### config.mk
export PLATFORM = sky130hd
export DESIGN_NAME = fifo_level
export DESIGN_NICKNAME = d
export VERILOG_FILES = /design/src/rtl/fifo_level.sv
export SDC_FILE = /design/constraint.sdc
export NUM_CORES = 1
export LEC_CHECK = 0
export BUFFER_PORTS_ARGS = -buffer_cell sky130_fd_sc_hd__buf_2
export CAP_MARGIN = 40
export CORE_MARGIN = 2
export CORE_UTILIZATION = 28
export DETAILED_ROUTE_END_ITERATION = 8
export GPL_ROUTABILITY_DRIVEN = 0
export GPL_TIMING_DRIVEN = 0
export REMOVE_ABC_BUFFERS = 1
export SYNTH_ARGS = -nofsm -noshare
export SYNTH_HDL_FRONTEND = slang
export SYNTH_SLANG_ARGS = --single-unit
### constraint.sdc
create_clock -name clk -period 5.8 [get_ports clk]
set_input_delay 0.58 -clock clk [delete_from_list [all_inputs] [get_ports clk]]
set_output_delay 0.58 -clock clk [all_outputs]
set_load 0.02 [all_outputs]
### src/rtl/fifo_level.sv
// fifo_level: synchronous FIFO with occupancy count, programmable almost
// flags, sticky overflow/underflow, synchronous flush and a choice of
// show-ahead or registered read data.
module fifo_level #(
  parameter int DATA_WIDTH = 8,
  parameter int ADDR_WIDTH = 4,
  parameter int AF_LEVEL   = 2**ADDR_WIDTH-2,
  parameter int AE_LEVEL   = 2,
  parameter int SHOW_AHEAD = 1
) (
  input  logic                  clk,
  input  logic                  reset,
  input  logic                  clr,
  input  logic                  rd,
  input  logic                  wr,
  input  logic [DATA_WIDTH-1:0] w_data,
  output logic [DATA_WIDTH-1:0] r_data,
  output logic                  r_valid,
  output logic                  empty,
  output logic                  full,
  output logic                  almost_empty,
  output logic                  almost_full,
  output logic [ADDR_WIDTH:0]   count,
  output logic                  overflow,
  output logic                  underflow
);

  localparam int DEPTH = 2**ADDR_WIDTH;
  localparam logic [ADDR_WIDTH:0] DEPTH_CNT = DEPTH[ADDR_WIDTH:0];
  localparam logic [ADDR_WIDTH:0] AF_CNT    = AF_LEVEL[ADDR_WIDTH:0];
  localparam logic [ADDR_WIDTH:0] AE_CNT    = AE_LEVEL[ADDR_WIDTH:0];

  logic [DATA_WIDTH-1:0] mem [DEPTH];
  logic [ADDR_WIDTH-1:0] w_ptr;
  logic [ADDR_WIDTH-1:0] r_ptr;
  logic [ADDR_WIDTH:0]   cnt;
  logic                  ovf;
  logic                  udf;
  logic                  wr_acc;
  logic                  rd_acc;

  // Flags come only from the registered count, so rd/wr never reach them
  // combinationally.
  assign count        = cnt;
  assign empty        = (cnt == '0);
  assign full         = (cnt == DEPTH_CNT);
  assign almost_empty = (cnt <= AE_CNT);
  assign almost_full  = (cnt >= AF_CNT);
  assign overflow     = ovf;
  assign underflow    = udf;

  // A flush or reset cycle accepts nothing; otherwise full/empty gate the
  // request independently of what the other port does this cycle.
  assign wr_acc = wr & ~full  & ~clr & ~reset;
  assign rd_acc = rd & ~empty & ~clr & ~reset;

  // Pointer, occupancy and sticky error state.
  always_ff @(posedge clk) begin
    if (reset || clr) begin
      w_ptr <= '0;
      r_ptr <= '0;
      cnt   <= '0;
      ovf   <= 1'b0;
      udf   <= 1'b0;
    end else begin
      if (wr_acc) w_ptr <= w_ptr + 1'b1;
      if (rd_acc) r_ptr <= r_ptr + 1'b1;
      if (wr_acc && !rd_acc)      cnt <= cnt + 1'b1;
      else if (rd_acc && !wr_acc) cnt <= cnt - 1'b1;
      if (wr && full)  ovf <= 1'b1;
      if (rd && empty) udf <= 1'b1;
    end
  end

  // Storage array; contents deliberately survive reset and flush.
  always_ff @(posedge clk) begin
    if (wr_acc) mem[w_ptr] <= w_data;
  end

  if (SHOW_AHEAD != 0) begin : g_show_ahead
    assign r_data  = mem[r_ptr];
    assign r_valid = ~empty;
  end else begin : g_registered
    logic [DATA_WIDTH-1:0] r_data_p1;
    logic                  vld_p1;

    // Stage p1: capture the head word on an accepted read; data holds
    // between reads, the strobe lasts one cycle.
    always_ff @(posedge clk) begin
      if (reset) begin
        r_data_p1 <= '0;
        vld_p1    <= 1'b0;
      end else begin
        vld_p1 <= rd_acc;
        if (rd_acc) r_data_p1 <= mem[r_ptr];
      end
    end

    assign r_data  = r_data_p1;
    assign r_valid = vld_p1;
  end

endmodule

== Word-level counts from Yosys, hierarchy flattened ==
Memory sizes are Yosys's and may differ from the RTL's. A register that Yosys moved wholly into a read port is not among the register bits.
Cells that the tools add are included.

* $add $sub $neg: 4
* Multiply operators: 0
* Div/mod/pow operators: 0
* Order comparisons: 2
* Equality and inequality tests: 1
* Shift operators: 0
* Muxes and demuxes: 6
* Bitwise gates (word level): 10
* Reduce and logical (&&, ||, !) cells: 9

{| class="wikitable"
|+ Operators by type and width
! cell !! count
|-
| 5-bit 2-to-1 mux || 2
|-
| 4-bit by 1-bit adder with 4-bit output, second input constant || 2
|-
| 4-bit 2-to-1 mux || 2
|-
| 1-bit AND || 6
|-
| 5-bit by 1-bit adder with 5-bit output, second input constant || 1
|-
| 5-bit equality test, second input constant || 1
|-
| 5-bit by 4-bit >= comparator with 1-bit output, second input constant || 1
|-
| 5-bit by 2-bit less-or-equal comparator with 1-bit output, second input constant || 1
|-
| 5-bit logical NOT || 1
|-
| 5-bit by 1-bit subtractor with 5-bit output, second input constant || 1
|-
| 1-bit logical AND || 4
|-
| 1-bit inverter || 4
|-
| 1-bit logical NOT || 2
|-
| 1-bit 2-to-1 mux || 2
|-
| 2-bit nonzero test || 1
|-
| 1-bit logical OR || 1
|}

* Bits in registers: 15
* Bits in latches: 0
* Bits in writable memories: 128
* ROM bits: 0
* Input port bits: 13
* Output and inout port bits: 20
* Logic and storage cells: 38
* Memories: 1

{| class="wikitable"
|+ Memories
! name !! depth !! bits a word !! read ports !! clocked after Yosys merged registers in !! wr ports !! RTL line !! text
|-
| mem || 16 || 8 || 1 || 1 || 1 || 33 || <nowiki>logic [DATA_WIDTH-1:0] mem [DEPTH];</nowiki>
|}

== Depth between registers and ports, before layout ==
Gate-level depths: netlist of the first run.

* Depth in word-level cells: 9
* Gate-level depth with buffers: 11
* Mapped depth without buffers: 11

== Worst setup path before layout of the first run ==
Ideal clock, no wire load.

* Path type: reg2reg
* Start: reg cnt[2], in the netlist count[2]
* End: reg cnt[4], in the netlist count[4]
* Library setup time: 0.072 ns
* Data arrival time: 3.047 ns
* Required time: 5.728 ns
* Path slack: 2.682 ns
* Stages on the path, launching flop included: 12
* Buffers on the path: 0
* Period minus slack after synthesis: 3.118 ns
* Cells stage by stage: dfxtp_1 or3_4 nor3_1 inv_1 nand3_1 ha_1 inv_1 ha_1 nand2b_1 a21oi_1 mux2i_1 mux2i_1

* Cells in the longest elaborated chain, start to end: 8
* Elaborated cells between the ends (all ways): 19
* Classes of those cells: add/sub (2); eq/ne (1); mux (2); bitwise (8); reduce/logical (6)

{| class="wikitable"
|+ Ends and longest elaborated chain
! what !! RTL line !! text
|-
| start, declared || 36 || <nowiki>logic [ADDR_WIDTH:0] cnt;</nowiki>
|-
| start signal, assigned || 68 || <nowiki>if (wr_acc && !rd_acc) cnt <= cnt + 1'b1;</nowiki>
|-
| start signal, assigned || 69 || <nowiki>else if (rd_acc && !wr_acc) cnt <= cnt - 1'b1;</nowiki>
|-
| 5-bit logical NOT (*) || 45 || <nowiki>assign empty = (cnt == '0);</nowiki>
|-
| via empty || 19 || <nowiki>output logic empty,</nowiki>
|-
| 1-bit inverter (*) || n/a ||
|-
| via r_valid || 18 || <nowiki>output logic r_valid,</nowiki>
|-
| 1-bit AND (*) (3 in series) || 55 || <nowiki>assign rd_acc = rd & ~empty & ~clr & ~reset;</nowiki>
|-
| 1-bit logical NOT || 68 ||
|-
| 1-bit logical AND || 68 ||
|-
| 5-bit 2-to-1 mux / 2-bit nonzero test (equally long branches) || n/a ||
|}

The timed path passes the listed nets; every way through them passes the cells marked *. The select of a mux whose other input is x is not followed.
A chain may end at the register's enable or synchronous reset.

==> impl_metrics.tcl, run 1 <==
set metrics [dict create \
    cts.path.max_buffers 2 \
    syn_avg_cell_area_um2 18.0 \
    ys_warn_count 0 \
    clock-sinks 147 \
    maxCapViolations 0 \
    netlist_instances 329 \
    use_met1_pct 14.1 \
    synth_edf_count 128 \
    crit_path_max_fanout 18 \
    r2r_slack_ns 3.10 \
    fill_cells 1989 \
    met2_usage_pct 18.3 \
    num_vias 3109 \
    grt_pass1_wl_um 18200 \
    grt-ovfl-total 0 \
    worstSkewPairLatency_ns 0.42 \
    track_usage_pct 11.2 \
    skew_ns 0.0104 \
    cts_root_buffer "clkbuf_16" \
    cts_resized 0 \
    hp-class "input port to register" \
    fin_crit_sh_pct 53.5 \
    drt-wirelength-per-cell_um 17.9 \
    io_buffers 32 \
    drc 0 \
    dpl.cell_count 627 \
    fin_cells 662 \
    core_area_mm2 0.0209 \
    ys_seq_elements 147 \
    grt_pass1_vias 3216 \
    start_util_pct 28.4 \
    finalSetupViolations 0 \
    tightest_slew_ns 0.964 \
    p_leak_nw 2.30 \
    layout-drive-gt1-share_pct 26.7 \
    ant_nets 0 \
    vias_per_cell 4.70 \
    die_area_mm2 0.0224 \
    fmax_mhz 322 \
    run_status "completed" \
    postCtsSetupRepairBufs 0 \
    fin_crit_ns 3.10 \
    timing.slew.headroom_pct 35.5 \
    grt_start_max_net_pins 32 \
    cts_tree "yes" \
    met3_usage_pct 3.87 \
    required_ns 5.22 \
    hold_violations 0 \
    crit_path_max_incr_delay_ns 0.70 \
    die_h_um 150 \
    final_nets 396 \
    ys_seq_area_share_pct 71.2 \
    ir_worst_vdd_mv 0.225 \
    syn-cell-area_mm2 0.00593 \
    arrival_ns 2.52 \
    antenna_found_initial 1 \
    die_w_um 150 \
    slew_viol_final 0 \
    ioPinCount 33 \
    synth_flop_cell "edfxtp_1" \
    start_kind "register" \
    worst-setup-path-type "register to output port" \
    drt_iter0_markers 249 \
    holdBufCountCts 0 \
    area_growth_pct 17.4 \
    busiest_layer "met2" \
    crit_slowest_cell "dfxtp_2" \
    power_density_mw_per_mm2 316 \
    end_kind "output port" \
    clkTransAtPathRegs_ns 0.05 \
    row_count 53 \
    h-tree-depth 4 \
    synth.distinct_cells 40 \
    routed_wl_um 11900 \
    numCtsBuffers 17 \
    path_cells "buf_12, mux4_1, a22oi_1, nand2_1, buf_2" \
    grt_setup_unrepaired "false" \
    post-dp-hpwl_um 7640 \
    async_flop_share_pct 0 \
    finalSetupTns_ns 0 \
    first_pass_iters 4 \
]
==> cell families after synthesis <==
group / after synthesis / share of synthesized area [%]
adders and majority gates: 10 / 2.24
AOI/OAI and AO/OA: 32 / 4.03
DFF: 147 / 71.2
buffers and inverters: 24 / 2.36
and+or+nand+nor: 74 / 5.88
xor gates and xnor gates: 6 / 0.886
muxes: 36 / 13.4
==> placed cells by master, fill, tap and decap left out, drive strengths merged, types with 2 or more instances in the layout <==
master    count
a21oi         9
a22oi        16
a31o          2
and2          2
buf          42
clkbuf       20
clkinv        6
clkinvlp      3
dfxtp        19
edfxtp      128
ha            9
inv          10
mux2i         4
mux4         32
nand2        12
nand2b        3
nand3         9
nor2         33
nor3          6
or3           2
or4           2
xnor2         2
xor2          4
==> cell type report <==
type	instances	area, um2	share of cell area [%]
Inverter	7	26.3	0.377
Timing Repair Buffer	42	260	3.74
Clock inverter	12	82.6	1.19
Antenna cell	1	2.50	0.0359
Sequential cell	147	4230	60.7
Tap cell	275	344	4.94
Multi-Input combinational cell	158	1590	22.8
Clock buffer	20	437	6.27
==> cells in the mapped netlist, types with 2 or more instances <==
library cell,count,area (um2)
and2_1,2,12.5
a21oi_1,8,40.0
or4_1,2,15.0
nand3_1,9,45.0
inv_1,7,26.3
nand2_1,12,45.0
nor2_1,33,124
clkdlybuf4s25_2,2,20.0
a22oi_1,16,120
ha_1,9,113
mux4_2,23,518
buf_6,3,33.8
mux2i_1,4,40.0
nand2b_1,3,18.8
nor3_1,6,30.0
edfxtp_1,128,3840
xnor2_1,2,17.5
clkbuf_1,5,18.8
dfxtp_1,19,380
buf_2,5,25.0
xor2_1,4,35.0
mux4_1,9,236
==> registers in the layout, indices dropped and copies added, names as in the netlist, named ones only <==
| signal | flops |
|---|---|
| r_ptr | 4 |
| underflow | 1 |
| count | 5 |
| w_ptr | 4 |
| overflow | 1 |
| mem | 128 |
==> where the power goes <==
part / internal (W) / switching, W / total [W]
logic: 0.0000307 / 0.0000503 / 0.0000810
clock network: 0.000546 / 0.000413 / 0.000959
registers: 0.00115 / 0.00000651 / 0.00116
==> path summary, 6_finish.rpt <==
path                            cells past startpoint  startpoint        end
worst max-delay path                                5    register  r_data[0]
worst min-delay path                                3          wr   overflow
worst max register to register                     11    count[2]   count[4]
worst min register to register                      2    overflow   overflow
==> stage by stage <==
stage / instance area [um2] / total power, W / worst slack (ns) / utilization, % / hold slack (ns)
finish: 6970 / 0.00220 / 2.70 / 33.4 / 0.421
CTS: 6950 / 0.00222 / 2.63 / 33.3 / 0.415
floorplan: 5820 / 0.00123 / 2.68 / - / 0.466
global route: 6970 / 0.00227 / 2.49 / 33.4 / 0.422
global placement: 6320 / 0.00126 / 2.03 / 30.3 / 0.447
detailed placement: 6430 / 0.00126 / 2.75 / 30.8 / 0.468
==> layer usage <==
metal | wire (um) | vias to the layer above
li1 | - | 1401
met5 | 0 | -
met2 | 5850 | 94
met1 | 5260 | 1600
met3 | 613 | 14
met4 | 147 | 0
==> critical path: cells and delay by family, from the launching register on <==
kind / cells / cell delay, ns
flip-flops: 1 / 0.70
multiplexers: 1 / 0.56
buffers and inverters: 2 / 0.44
AO/OA/AOI/OAI: 1 / 0.31
AND/OR/NAND/NOR: 1 / 0.07
(Power assumes the default switching activity.)
==> run 2: changes to the inputs <==
- clock period: 5.8 -> 3 ns (I/O delays scaled with it)
==> run 2 against run 1 <==
  * Clock power rose by 93%
  * Global-route usage did not move
  * Flip-flop and latch count did not move
  * Clock skew rose by 0.00064 ns
  * Routed wire length fell by 0.19%
  * Count of clock-buffer cells in the layout did not move
  * Via count fell by 0.84%
  * Critical path depth rose by 6
  * Highest routed layer unchanged
==> impl_metrics.tcl, run 2 (synthesis gave the netlist of run 1 again) <==
set metrics [dict create \
    fin_crit_sh_pct 89.9 \
    combPwrFrac_pct 3.7 \
    largest_reg_flops 128 \
    drt_iter0_markers 252 \
    end_kind "register" \
    antenna_found_initial 1 \
    required_ns 3.33 \
    die_h_um 150 \
    grt_pass1_wl_um 18200 \
    grt_setup_unrepaired "false" \
    maxCapViolations 0 \
    start_util_pct 28.4 \
    rr_endpoint "count[4]" \
    num_vias 3083 \
    arrival_ns 3.03 \
    h-tree-depth 4 \
    tightest_slew_ns 0.947 \
    intPower_w 0.00334 \
    ir_worst_vdd_mv 0.434 \
    r2r-start "count[2]" \
    clock-sinks 147 \
    clkTransAtPathRegs_ns 0.06 \
    fmax_mhz 371 \
    power.share.sequential_pct 52.7 \
    area_growth_pct 17.5 \
    power.switching_w 0.000908 \
    hold_violations 0 \
    holdBufCountCts 0 \
    multiInputGateArea_mm2 0.00159 \
    cp-endpoint "count[4]" \
    largest-register "mem" \
    crit_path_max_fanout 6 \
    fill_cells 1987 \
    vias_per_cell 4.66 \
    cts_root_buffer "clkbuf_16" \
    row_count 53 \
    core_area_mm2 0.0209 \
    timing.slew.headroom_pct 36.6 \
    track_usage_pct 11.2 \
    post-dp-hpwl_um 7640 \
    hp-class "input port to register" \
    grt_start_max_net_pins 32 \
    ioPinCount 33 \
    clockPowerShare_pct 43.6 \
    layout-drive-gt1-share_pct 26.7 \
    whs_ns 0.142 \
    rr_worst_depth 11 \
    final_common_cell "edfxtp_1" \
    dpl.cell_count 627 \
    setup.worst_path.start "count[2]" \
    pre_cts_ws_ns 0.231 \
    die_area_mm2 0.0224 \
    cts_tree "yes" \
    postCtsSetupRepairBufs 0 \
    finalSetupViolations 0 \
    cts_resized 0 \
    final_cell_mix "edfxtp_1, nor2_1, buf_2" \
    cts.path.max_buffers 2 \
    sw_frac_of_total_pct 21.4 \
    final-seq-area_mm2 0.00423 \
    grt-ovfl-total 0 \
    skew_ns 0.0111 \
    p_leak_nw 2.30 \
    grt_pass1_vias 3216 \
    ant_nets 0 \
    final_nets 396 \
    setup_slack_ns 0.302 \
    r2r_slack_ns 0.30 \
    routed_wl_um 11800 \
    slew_viol_final 0 \
    post-route-util_pct 33.4 \
    first_pass_iters 5 \
    drc 0 \
    power_density_mw_per_mm2 610 \
    fin_crit_ns 2.70 \
    io_buffers 32 \
    worst-setup-path-type "register to register" \
    worstSkewPairLatency_ns 0.42 \
    drt-wirelength-per-cell_um 17.9 \
    fin_cells 662 \
    run_status "completed" \
    finalSetupTns_ns 0 \
    start_kind "register" \
    numCtsBuffers 17 \
    die_w_um 150 \
]
## run 2: worst max-delay path, stage by stage, from the launching register on
cell      delay (ns)
dfxtp_1         0.37
or3_4           0.45
nor3_1          0.25
inv_1           0.10
nand3_1         0.11
ha_1            0.22
inv_1           0.11
ha_1            0.34
nand2b_1        0.07
a21oi_1         0.17
mux2i_1         0.25
mux2i_1         0.21
## run 2: power groups by stage
stage               Clock [W]  Sequential [W]  Combinational [W]
floorplan                   0         0.00229          0.0000867
global placement            0         0.00229           0.000147
detailed placement          0         0.00229           0.000158
CTS                   0.00188         0.00224           0.000159
global route          0.00198         0.00224           0.000174
finish                0.00185         0.00224           0.000157
## run 2: area by class of cell
type	instances	share of cell area (%)
multi-input combinational	158	22.8
antenna	1	0.0359
sequential	147	60.7
timing repair buffer	42	3.73
inverter	7	0.377
tap	275	4.94
clock buffer	20	6.27
clock inverter	12	1.18
## run 2: how the worst min path moves through the flow
stage | cells past startpoint | start | to | slack (ns)
after global placement | 2 | overflow | overflow | 0.45
after detailed placement | 2 | overflow | overflow | 0.47
final | 3 | wr | overflow | 0.14
after global routing | 3 | wr | overflow | 0.14
after floorplan | 0 | w_data[0] | mem[0][0] | 0.40
after CTS | 3 | wr | overflow | 0.13
## run 2: metal layers
layer | GRT usage [%] | share of wire (%)
met5 | 0 | 0
met4 | 3.24 | 1.1
met3 | 3.87 | 5.3
met2 | 18.3 | 49
met1 | 14.1 | 44
## run 2: metrics by stage
step           area (um2)  power [W]
6_report             6970    0.00425
5_1_grt              6970    0.00439
4_1_cts              6950    0.00428
3_5_place_dp         6430    0.00244
3_3_place_gp         6320    0.00244
2_1_floorplan        5820    0.00238
